==> src/rtl/mips_pkg.sv <==
// Shared encodings for the MIPS32 multicycle controller: opcodes, ALU operation
// classes and the controller state type.
package mips_pkg;

    localparam logic [5:0] OP_RTYPE = 6'b000000;
    localparam logic [5:0] OP_J     = 6'b000010;
    localparam logic [5:0] OP_BEQ   = 6'b000100;
    localparam logic [5:0] OP_BLEZ  = 6'b000110;
    localparam logic [5:0] OP_BGTZ  = 6'b000111;
    localparam logic [5:0] OP_ADDI  = 6'b001000;
    localparam logic [5:0] OP_SLTI  = 6'b001010;
    localparam logic [5:0] OP_ANDI  = 6'b001100;
    localparam logic [5:0] OP_ORI   = 6'b001101;
    localparam logic [5:0] OP_XORI  = 6'b001110;
    localparam logic [5:0] OP_LUI   = 6'b001111;
    localparam logic [5:0] OP_LW    = 6'b100011;
    localparam logic [5:0] OP_SW    = 6'b101011;

    localparam logic [5:0] FUNCT_JR = 6'b001000;

    localparam logic [3:0] ALU_ADD  = 4'b0000;
    localparam logic [3:0] ALU_SUB  = 4'b0001;
    localparam logic [3:0] ALU_BLEZ = 4'b0010;
    localparam logic [3:0] ALU_OR   = 4'b0011;
    localparam logic [3:0] ALU_LUI  = 4'b0100;
    localparam logic [3:0] ALU_XOR  = 4'b0101;
    localparam logic [3:0] ALU_SLT  = 4'b0110;
    localparam logic [3:0] ALU_AND  = 4'b0111;
    localparam logic [3:0] ALU_BGTZ = 4'b1000;

    localparam logic [3:0] RTYPE_ALUOP = 4'b1111;

    typedef enum logic [3:0] {
        S_FETCH  = 4'd0,
        S_DECODE = 4'd1,
        S_MEMADR = 4'd2,
        S_MEMRD  = 4'd3,
        S_MEMWB  = 4'd4,
        S_MEMWR  = 4'd5,
        S_RTEXEC = 4'd6,
        S_RTWB   = 4'd7,
        S_BRANCH = 4'd8,
        S_IEXEC  = 4'd9,
        S_IWB    = 4'd10,
        S_JUMP   = 4'd11,
        S_JR     = 4'd12
    } statetype_t;

endpackage

==> src/rtl/aluopsel.sv <==
// Opcode to ALU operation class for immediate and branch instructions, plus
// zero-extension select for the logical immediates.
module aluopsel
    import mips_pkg::*;
(
    input  logic [5:0] op,
    output logic [3:0] aluop,
    output logic       immzext
);

    always_comb begin
        aluop   = ALU_ADD;
        immzext = 1'b0;
        case (op)
            OP_ADDI: aluop = ALU_ADD;
            OP_SLTI: aluop = ALU_SLT;
            OP_ANDI: begin aluop = ALU_AND; immzext = 1'b1; end
            OP_ORI:  begin aluop = ALU_OR;  immzext = 1'b1; end
            OP_XORI: begin aluop = ALU_XOR; immzext = 1'b1; end
            OP_LUI:  aluop = ALU_LUI;
            OP_BEQ:  aluop = ALU_SUB;
            OP_BLEZ: aluop = ALU_BLEZ;
            OP_BGTZ: aluop = ALU_BGTZ;
            default: ;
        endcase
    end

endmodule

==> src/rtl/mc_controller.sv <==
// Multicycle main controller: sequences ALU, memory port, PC and register file
// for one instruction at a time, stalling on mem_ready in the memory states.
//   state  | meaning
//   FETCH  | read instruction, PC+4          DECODE | read regs, branch target
//   MEMADR | compute load/store address      MEMRD  | data read, waits mem_ready
//   MEMWB  | load writeback                  MEMWR  | data write, waits mem_ready
//   RTEXEC | R-type ALU op                   RTWB   | R-type writeback to rd
//   BRANCH | compare, PC<-ALUOut if zero     IEXEC  | immediate ALU op
//   IWB    | immediate writeback to rt       JUMP   | PC<-jump target
//   JR     | PC<-rs
module mc_controller #(
    parameter logic [3:0] RTYPE_ALUOP = 4'b1111
) (
    input  logic       clk,
    input  logic       reset,
    input  logic [5:0] op,
    input  logic [5:0] funct,
    input  logic       zero,
    input  logic       mem_ready,
    output logic       pcen,
    output logic       irwrite,
    output logic       memwrite,
    output logic       iord,
    output logic       regwrite,
    output logic       regdst,
    output logic       memtoreg,
    output logic       alusrca,
    output logic [1:0] alusrcb,
    output logic       immzext,
    output logic [1:0] pcsrc,
    output logic [3:0] aluop,
    output logic       illegal
);
    import mips_pkg::*;

    statetype_t state, state_next;
    logic       pcwrite, branch, illegal_set;
    logic       irwrite_c, memwrite_c, regwrite_c;
    logic [3:0] sel_aluop;
    logic       sel_immzext;

    aluopsel u_aluopsel (
        .op      (op),
        .aluop   (sel_aluop),
        .immzext (sel_immzext)
    );

    always_ff @(posedge clk or negedge reset) begin
        if (!reset) begin
            state   <= S_FETCH;
            illegal <= 1'b0;
        end else begin
            state <= state_next;
            if (illegal_set) illegal <= 1'b1;
        end
    end

    always_comb begin
        state_next  = S_FETCH;
        pcwrite     = 1'b0;
        branch      = 1'b0;
        illegal_set = 1'b0;
        irwrite_c   = 1'b0;
        memwrite_c  = 1'b0;
        regwrite_c  = 1'b0;
        iord        = 1'b0;
        regdst      = 1'b0;
        memtoreg    = 1'b0;
        alusrca     = 1'b0;
        alusrcb     = 2'b00;
        immzext     = 1'b0;
        pcsrc       = 2'b00;
        aluop       = ALU_ADD;
        case (state)
            S_FETCH: begin
                alusrcb    = 2'b01;
                irwrite_c  = mem_ready;
                pcwrite    = mem_ready;
                state_next = mem_ready ? S_DECODE : S_FETCH;
            end
            S_DECODE: begin
                alusrcb = 2'b11;
                case (op)
                    OP_LW, OP_SW:                   state_next = S_MEMADR;
                    OP_RTYPE:                       state_next = (funct == FUNCT_JR) ? S_JR : S_RTEXEC;
                    OP_BEQ, OP_BLEZ, OP_BGTZ:       state_next = S_BRANCH;
                    OP_ADDI, OP_SLTI, OP_ANDI,
                    OP_ORI, OP_XORI, OP_LUI:        state_next = S_IEXEC;
                    OP_J:                           state_next = S_JUMP;
                    default:                        illegal_set = 1'b1;
                endcase
            end
            S_MEMADR: begin
                alusrca    = 1'b1;
                alusrcb    = 2'b10;
                state_next = (op == OP_LW) ? S_MEMRD : S_MEMWR;
            end
            S_MEMRD: begin
                iord       = 1'b1;
                state_next = mem_ready ? S_MEMWB : S_MEMRD;
            end
            S_MEMWB: begin
                memtoreg   = 1'b1;
                regwrite_c = 1'b1;
            end
            S_MEMWR: begin
                iord       = 1'b1;
                memwrite_c = 1'b1;
                state_next = mem_ready ? S_FETCH : S_MEMWR;
            end
            S_RTEXEC: begin
                alusrca    = 1'b1;
                aluop      = RTYPE_ALUOP;
                state_next = S_RTWB;
            end
            S_RTWB: begin
                regdst     = 1'b1;
                regwrite_c = 1'b1;
            end
            S_BRANCH: begin
                alusrca = 1'b1;
                branch  = 1'b1;
                pcsrc   = 2'b01;
                aluop   = sel_aluop;
            end
            S_IEXEC: begin
                alusrca    = 1'b1;
                alusrcb    = 2'b10;
                aluop      = sel_aluop;
                immzext    = sel_immzext;
                state_next = S_IWB;
            end
            S_IWB:  regwrite_c = 1'b1;
            S_JUMP: begin pcsrc = 2'b10; pcwrite = 1'b1; end
            S_JR:   begin pcsrc = 2'b11; pcwrite = 1'b1; end
            default: ;
        endcase
    end

    // Write enables are masked by reset so nothing commits while it is held low.
    assign pcen     = (pcwrite | (branch & zero)) & reset;
    assign irwrite  = irwrite_c & reset;
    assign memwrite = memwrite_c & reset;
    assign regwrite = regwrite_c & reset;

endmodule

==> config.mk <==
export PLATFORM = sky130hd
export DESIGN_NAME = mc_controller
export DESIGN_NICKNAME = d
export VERILOG_FILES = /design/src/rtl/mips_pkg.sv /design/src/rtl/aluopsel.sv /design/src/rtl/mc_controller.sv
export SDC_FILE = /design/constraint.sdc
export NUM_CORES = 1
export LEC_CHECK = 0
export CORE_ASPECT_RATIO = 1.25
export CORE_MARGIN = 8
export CORE_UTILIZATION = 30
export CTS_CLUSTER_SIZE = 14
export DETAILED_ROUTE_END_ITERATION = 6
export GPL_ROUTABILITY_DRIVEN = 0
export SYNTH_ARGS = -nofsm -noshare
export SYNTH_HDL_FRONTEND = slang
export SYNTH_HIERARCHICAL = 1
export SYNTH_SLANG_ARGS = --single-unit
==> constraint.sdc <==
create_clock -name clk -period 2.7 [get_ports clk]
set_clock_uncertainty 0.2 [all_clocks]
set_input_delay 0.81 -clock clk [delete_from_list [all_inputs] [get_ports clk]]
set_output_delay 0.81 -clock clk [all_outputs]
set_load 0.005 [all_outputs]
# == Word level (Yosys, flattened, before mapping) ==
# Cells that the tools add are included.
# op_classes
eq_ne,25
n_mux,24
n_bitwise,6
n_reduce_logical,13
# ops
op,count
equality test 6 x 4 -> 1 bit (second input constant),7
one-hot mux 4 bit (8 select lines),1
one-hot mux 4 bit (7 select lines),1
equality test 4 bit (second input constant),5
one-hot mux 4 bit (5 select lines),1
equality test 6 x 3 -> 1 bit (second input constant),3
equality test 4 x 3 -> 1 bit (second input constant),4
2-to-1 mux 1 bit,13
OR reduction 13 bit,1
equality test 6 bit (second input constant),2
one-hot mux 2 bit (3 select lines),2
OR reduction 2 bit,5
2-to-1 mux 3 bit,3
OR reduction 3 bit,3
equality test 4 x 2 -> 1 bit (second input constant),2
one-hot mux 4 bit (2 select lines),1
equality test 6 x 2 -> 1 bit (second input constant),1
logical NOT 6 bit,1
OR reduction 6 bit,1
AND 1 bit,5
equality test 4 x 1 -> 1 bit (second input constant),1
logical NOT 4 bit,1
2-to-1 mux 4 bit,1
OR reduction 4 bit,1
other kinds (2),2
# word_totals
ff_bits,5
in_bits,16
out_inout_bits,18
word_cells,70

# == Longest topological paths before layout ==
# logic_depth
depth_word,5
mapped_depth,5
ltp_nobuf,4

# == By module ==
# The synthesis kept the hierarchy.
# modules_own_cells
module,instances,cells_per_inst,area_each_um2,seq_area_each_um2
mc_controller,1,93,655.6,125.1
aluopsel,1,17,95.1,0.0

# == Worst setup path before layout ==
# No wires, ideal clock.
# synth_path
path_kind,input-to-output
startpoint,input op[5]
endpoint,output aluop[3]
t_arrival_ns,1.389
setup_slack_ns,0.301
cell_stages,4
n_path_buf,0
cell_sequence,nor2_1 nand2_1 nor3_1 a21o_1
# synth_between
elab_chain_cells,3
# synth_rtl
item,line_no,text
from (decl),mc_controller.sv:16,"input logic [5:0] op,"
equality test 6 x 3 -> 1 bit or equality test 6 x 4 -> 1 bit (tied branches),aluopsel.sv:14,case (op)
one-hot mux 4 bit (8 select lines) (*),aluopsel.sv:14,
named net sel_aluop[3],mc_controller.sv:39,logic [3:0] sel_aluop;
one-hot mux 4 bit (2 select lines) (*),mc_controller.sv:74,case (state)
to (decl),mc_controller.sv:31,"output logic [3:0] aluop,"
# The timed path passes the listed nets; every way through them passes the cells marked *.

# == Worst setup path after layout ==
# layout_path
startpoint,input op[0]
endpoint,output aluop[0]
# The elaborated chain is that of the path after synthesis.

==> report_table.html <==
<table>
<tr><th>Metric</th><th>Value</th></tr>
<tr><th colspan="2">Route</th></tr>
<tr><td>DRC viols</td><td>0</td></tr>
<tr><td>Detailed-route via count</td><td>roughly 970</td></tr>
<tr><td>Drt total wl</td><td>2.60 mm</td></tr>
<tr><td>Count of nets left with antenna violations after detail routing</td><td>0</td></tr>
<tr><td>Total length of routed met2 wires</td><td>about 1.4 mm</td></tr>
<tr><td>Final routed wire length divided by cell count</td><td>~13 um</td></tr>
<tr><td>Highest Signal Layer</td><td>met4</td></tr>
<tr><td>Routed length on met3</td><td>between 150 and 200 um</td></tr>
<tr><td>Length of routed wiring on met1</td><td>1.06 mm</td></tr>
<tr><td>Drt first pass iters</td><td>4</td></tr>
<tr><td>Via-to-Cell Ratio</td><td>between 4 and 5</td></tr>
<tr><td>Number of DRC markers in iteration 0</td><td>17</td></tr>
<tr><th colspan="2">Final layout</th></tr>
<tr><td>Fraction of final layout cells with drive strength greater than 1</td><td>between 30% and 40%</td></tr>
<tr><td>Final net count</td><td>between 150 and 200</td></tr>
<tr><td>Core occupancy in the finished layout</td><td>between 50% and 60%</td></tr>
<tr><td>Antenna diode count</td><td>0</td></tr>
<tr><td>Layout Area Growth over Synthesis</td><td>73.8%</td></tr>
<tr><th colspan="2">Floorplan</th></tr>
<tr><td>DIE WIDTH</td><td>slightly above 60 um</td></tr>
<tr><td>Initial core utilization</td><td>31.3%</td></tr>
<tr><td>Area of the core region</td><td>0.00240 mm^2</td></tr>
<tr><td>Overall die area</td><td>between 0.004 and 0.005 mm^2</td></tr>
<tr><td>Count of standard-cell rows</td><td>20</td></tr>
<tr><td>Die Y</td><td>a little over 70 um</td></tr>
<tr><td>IO Count</td><td>34</td></tr>
<tr><th colspan="2">Global routing</th></tr>
<tr><td>Antenna violations before repair</td><td>0</td></tr>
<tr><td>Largest net degree at the start of global routing</td><td>12</td></tr>
<tr><td>Vias in the first global route</td><td>roughly 990</td></tr>
<tr><td>Global routing usage summed across all routing layers</td><td>around an eighth</td></tr>
<tr><td>Global route total overflow</td><td>0</td></tr>
<tr><td>Global-route wire length before repair</td><td>roughly 4.4 mm</td></tr>
<tr><th colspan="2">Logic synthesis</th></tr>
<tr><td>Adder-cell share of the synthesized area</td><td>2.83%</td></tr>
<tr><td>Syn. warnings</td><td>6</td></tr>
<tr><td>Flip-flop and latch count after synthesis</td><td>5</td></tr>
<tr><td>Portion of the post-synthesis area used by sequential elements</td><td>roughly 17%</td></tr>
<tr><td>Post-synthesis instance total</td><td>110</td></tr>
<tr><td>XOR/XNOR share of the synthesized area</td><td>around 2.3%</td></tr>
<tr><td>Post-Synthesis Cell Area</td><td>roughly 750 um^2</td></tr>
<tr><td>Combinational family with the most area after synthesis</td><td>simple AND/OR/NAND/NOR gates</td></tr>
<tr><td>Mean instance size in the synthesized netlist</td><td>a little under 7 um^2</td></tr>
<tr><td>Unique cell type count in the Yosys netlist</td><td>40</td></tr>
<tr><td>Share of synthesized area spent on multiplexers</td><td>2.83%</td></tr>
<tr><td>Syn nets</td><td>approximately 130</td></tr>
<tr><td>Basic-gate share of the synthesized area counting and, or, nand and nor cells</td><td>a little under half</td></tr>
<tr><td>Area fraction in compound gates after synthesis</td><td>between 20% and 30%</td></tr>
<tr><th colspan="2">Worst setup path</th></tr>
<tr><td>Sum of buffers and inverters on the critical path</td><td>2</td></tr>
<tr><td>Worst-path fanout max</td><td>5</td></tr>
<tr><td>Flop2flop setup slack</td><td>about 0.98 ns</td></tr>
<tr><td>Cell with the biggest individual delay on the critical path</td><td>sky130_fd_sc_hd__maj3_2</td></tr>
<tr><td>Total number of cells along the worst setup path</td><td>5</td></tr>
<tr><td>Largest stage delay on the critical path</td><td>~0.32 ns</td></tr>
<tr><td>Data arrival time at the worst-slack endpoint</td><td>around 1.7 ns</td></tr>
<tr><td>Element type at the critical path start</td><td>input port</td></tr>
<tr><td>R2R cell count</td><td>5</td></tr>
<tr><td>Cells along the critical path</td><td>buf_2 &gt; maj3_2 &gt; nor2_2 &gt; a21o_1 &gt; clkdlybuf4s15_2</td></tr>
<tr><td>Crit Path Class</td><td>in -&gt; out</td></tr>
<tr><td>Required time at the worst-slack endpoint</td><td>about 1.7 ns</td></tr>
<tr><td>Type of destination of the critical path</td><td>output pin</td></tr>
<tr><td>Cell family with the largest share of critical-path delay</td><td>buffers and inverters</td></tr>
<tr><th colspan="2">Clocking</th></tr>
<tr><td>Maximum level of the CTS H-tree</td><td>1</td></tr>
<tr><td>CTS Buf Count</td><td>3</td></tr>
<tr><td>CTS clk-pin slew, worst paths</td><td>0.05 ns</td></tr>
<tr><td>Root Buffer Master</td><td>sky130_fd_sc_hd__clkbuf_4</td></tr>
<tr><td>Latest clock arrival within the worst-skew pair</td><td>~0.24 ns</td></tr>
<tr><td>TritonCTS clock tree</td><td>built</td></tr>
<tr><td>CTS max path bufs</td><td>2</td></tr>
<tr><td>Clock sink count</td><td>5</td></tr>
<tr><td># hold bufs at CTS</td><td>0</td></tr>
<tr><th colspan="2">Pwr</th></tr>
<tr><td>Areal power density over the cells</td><td>about 500 mW/mm^2</td></tr>
<tr><td>Total design power</td><td>0.648 mW</td></tr>
<tr><td>Worst supply voltage drop on vdd</td><td>~0.40 mV</td></tr>
<tr><td>Static Leakage</td><td>approximately 0.62 nW</td></tr>
<tr><th colspan="2">Timing</th></tr>
<tr><td>Fin. max-slew vios</td><td>0</td></tr>
<tr><td>Achievable Freq</td><td>376 MHz</td></tr>
<tr><td>Period Utilization, post-route</td><td>a little over nine tenths</td></tr>
<tr><td>Worst slew slack as a fraction of its limit</td><td>between 60% and 70%</td></tr>
<tr><td>Total negative slack</td><td>0 ns</td></tr>
<tr><td>Hold Violations, Final</td><td>0</td></tr>
<tr><td>Hold Slack</td><td>~0.32 ns</td></tr>
<tr><td>Final setup slack of the worst path</td><td>about 0.040 ns</td></tr>
<tr><td>Clock period minus worst slack</td><td>2.66 ns</td></tr>
<tr><td>Unrepaired setup endpoints after global routing</td><td>no</td></tr>
<tr><td>Setup violations, final</td><td>0</td></tr>
<tr><td>Slew at the pin closest to its max-slew limit</td><td>roughly 0.44 ns</td></tr>
<tr><th colspan="2">Place</th></tr>
<tr><td>Setup Slack @ Placement</td><td>-0.725 ns</td></tr>
<tr><td>Detailed-placement wirelength estimate</td><td>just over 2 mm</td></tr>
<tr><td># port buffers</td><td>33</td></tr>
<tr><th colspan="2">Min path</th></tr>
<tr><td>Kind of path behind the tightest hold check</td><td>in -&gt; async</td></tr>
<tr><th colspan="2">Job</th></tr>
<tr><td>Max_cap viols</td><td>0</td></tr>
<tr><th colspan="2">Outcome</th></tr>
<tr><td>Status</td><td>completed</td></tr>
</table>
[flip-flops by register name, summed over array words and instances, names as in the netlist]
register,flops
state,4
illegal,1
[metal layers]
metal,up-vias,track usage (%)
met5,-,0
met4,0,3.12
met3,2,3.19
met2,32,21.8
met1,441,13.6
li1,499,-
[cell usage in the layout, fill, tap and decap left out, types with 2 or more instances in the layout]
cell type and n:
sky130_fd_sc_hd__nand2_2 2, sky130_fd_sc_hd__nor4b_1 2, sky130_fd_sc_hd__dlygate4sd2_1 6, sky130_fd_sc_hd__nor2b_1 4
sky130_fd_sc_hd__buf_2 11, sky130_fd_sc_hd__and3_1 2, sky130_fd_sc_hd__nor2_1 15, sky130_fd_sc_hd__nand4b_1 2
sky130_fd_sc_hd__inv_2 2, sky130_fd_sc_hd__dfrtp_2 2, sky130_fd_sc_hd__a21o_1 5, sky130_fd_sc_hd__a21oi_1 9
sky130_fd_sc_hd__buf_6 2, sky130_fd_sc_hd__nor3b_2 2, sky130_fd_sc_hd__clkdlybuf4s50_1 11, sky130_fd_sc_hd__nor3_2 2
sky130_fd_sc_hd__dfrtp_1 3, sky130_fd_sc_hd__nand3b_1 2, sky130_fd_sc_hd__o21ai_0 4, sky130_fd_sc_hd__buf_4 22
sky130_fd_sc_hd__nor3b_1 2, sky130_fd_sc_hd__nor3_1 4, sky130_fd_sc_hd__nand2b_1 5, sky130_fd_sc_hd__nand2_1 7
sky130_fd_sc_hd__clkbuf_4 3, sky130_fd_sc_hd__inv_1 2
[logic make-up (layout without fill, tap and decap cells)]
family                   Yosys count  after routing
flip-flops                         5              5
buffers and inverters              9             64
XOR/XNOR                           2              2
AO/OA/AOI/OAI                     26             26
multiplexers                       2              2
AND/OR/NAND/NOR                   64             64
adder cells (fa/ha/maj)            2              2
[per-stage QoR]
| step | area (um^2) | cells |
|---|---|---|
| 3_3_place_gp | 1250 | 191 |
| 2_1_floorplan | 751 | 110 |
| 6_report | 1310 | 198 |
| 4_1_cts | 1300 | 198 |
| 5_1_grt | 1310 | 198 |
| 3_5_place_dp | 1250 | 191 |
[what timing repair did]
| action | CTS | global route |
|---|---|---|
| gates cloned | 0 | 0 |
| resized for setup | 72 | 12 |
| setup buffers | 3 | 0 |
| setup endpoints to repair | 14 | 8 |
| pin swaps | 5 | 1 |
[cells in the mapped netlist, drive strengths merged]
cell type,instances,area [um^2]
nand4b,2,17.5
a2bb2oi,1,8.76
or2,3,18.8
o211ai,1,12.5
maj3,2,21.3
o31a,1,8.76
o21bai,1,7.51
or3b,1,8.76
nor2b,5,31.3
nand2b,6,37.5
nand3,1,5.00
xnor2,1,8.76
nor3b,4,30.0
nor3,7,35.0
a2111oi,1,8.76
nor4,2,18.8
mux2i,1,10.0
nand3b,2,15.0
o21ai,5,25.0
clkbuf,2,7.51
o21ba,1,10.0
inv,4,15.0
buf,3,15.0
a21oi,9,45.0
nand2,9,33.8
o32ai,1,8.76
a21o,5,37.5
nor4b,2,17.5
nor2,17,66.3
dfrtp,5,125
and3,3,20.0
xor2,1,8.76
mux2,1,11.3
[worst paths after layout]
path	start	to
worst min register to register	illegal	illegal
worst max register to register	state[2]	state[0]
worst min-delay path	reset	illegal
min in group clk	illegal	illegal
worst max-delay path	op[0]	aluop[0]
max in group asynchronous	reset	state[2]
[area by class of cell]
type	instances	area (um^2)
clock buffer	4	26.3
fill	254	1100
inverter	4	15.0
multi-input combinational	96	651
sequential	5	128
tap	33	41.3
timing repair buffer	56	444
[where the power goes]
part           switching (mW)  internal, mW  total [mW]  leakage (nW)
clock network          0.0317        0.0559      0.0876        0.0150
logic                   0.207         0.233       0.440         0.550
registers              0.0248        0.0955       0.120        0.0595
total                   0.263         0.385       0.648         0.625
Note: power is estimated with default switching activity, not from simulation.
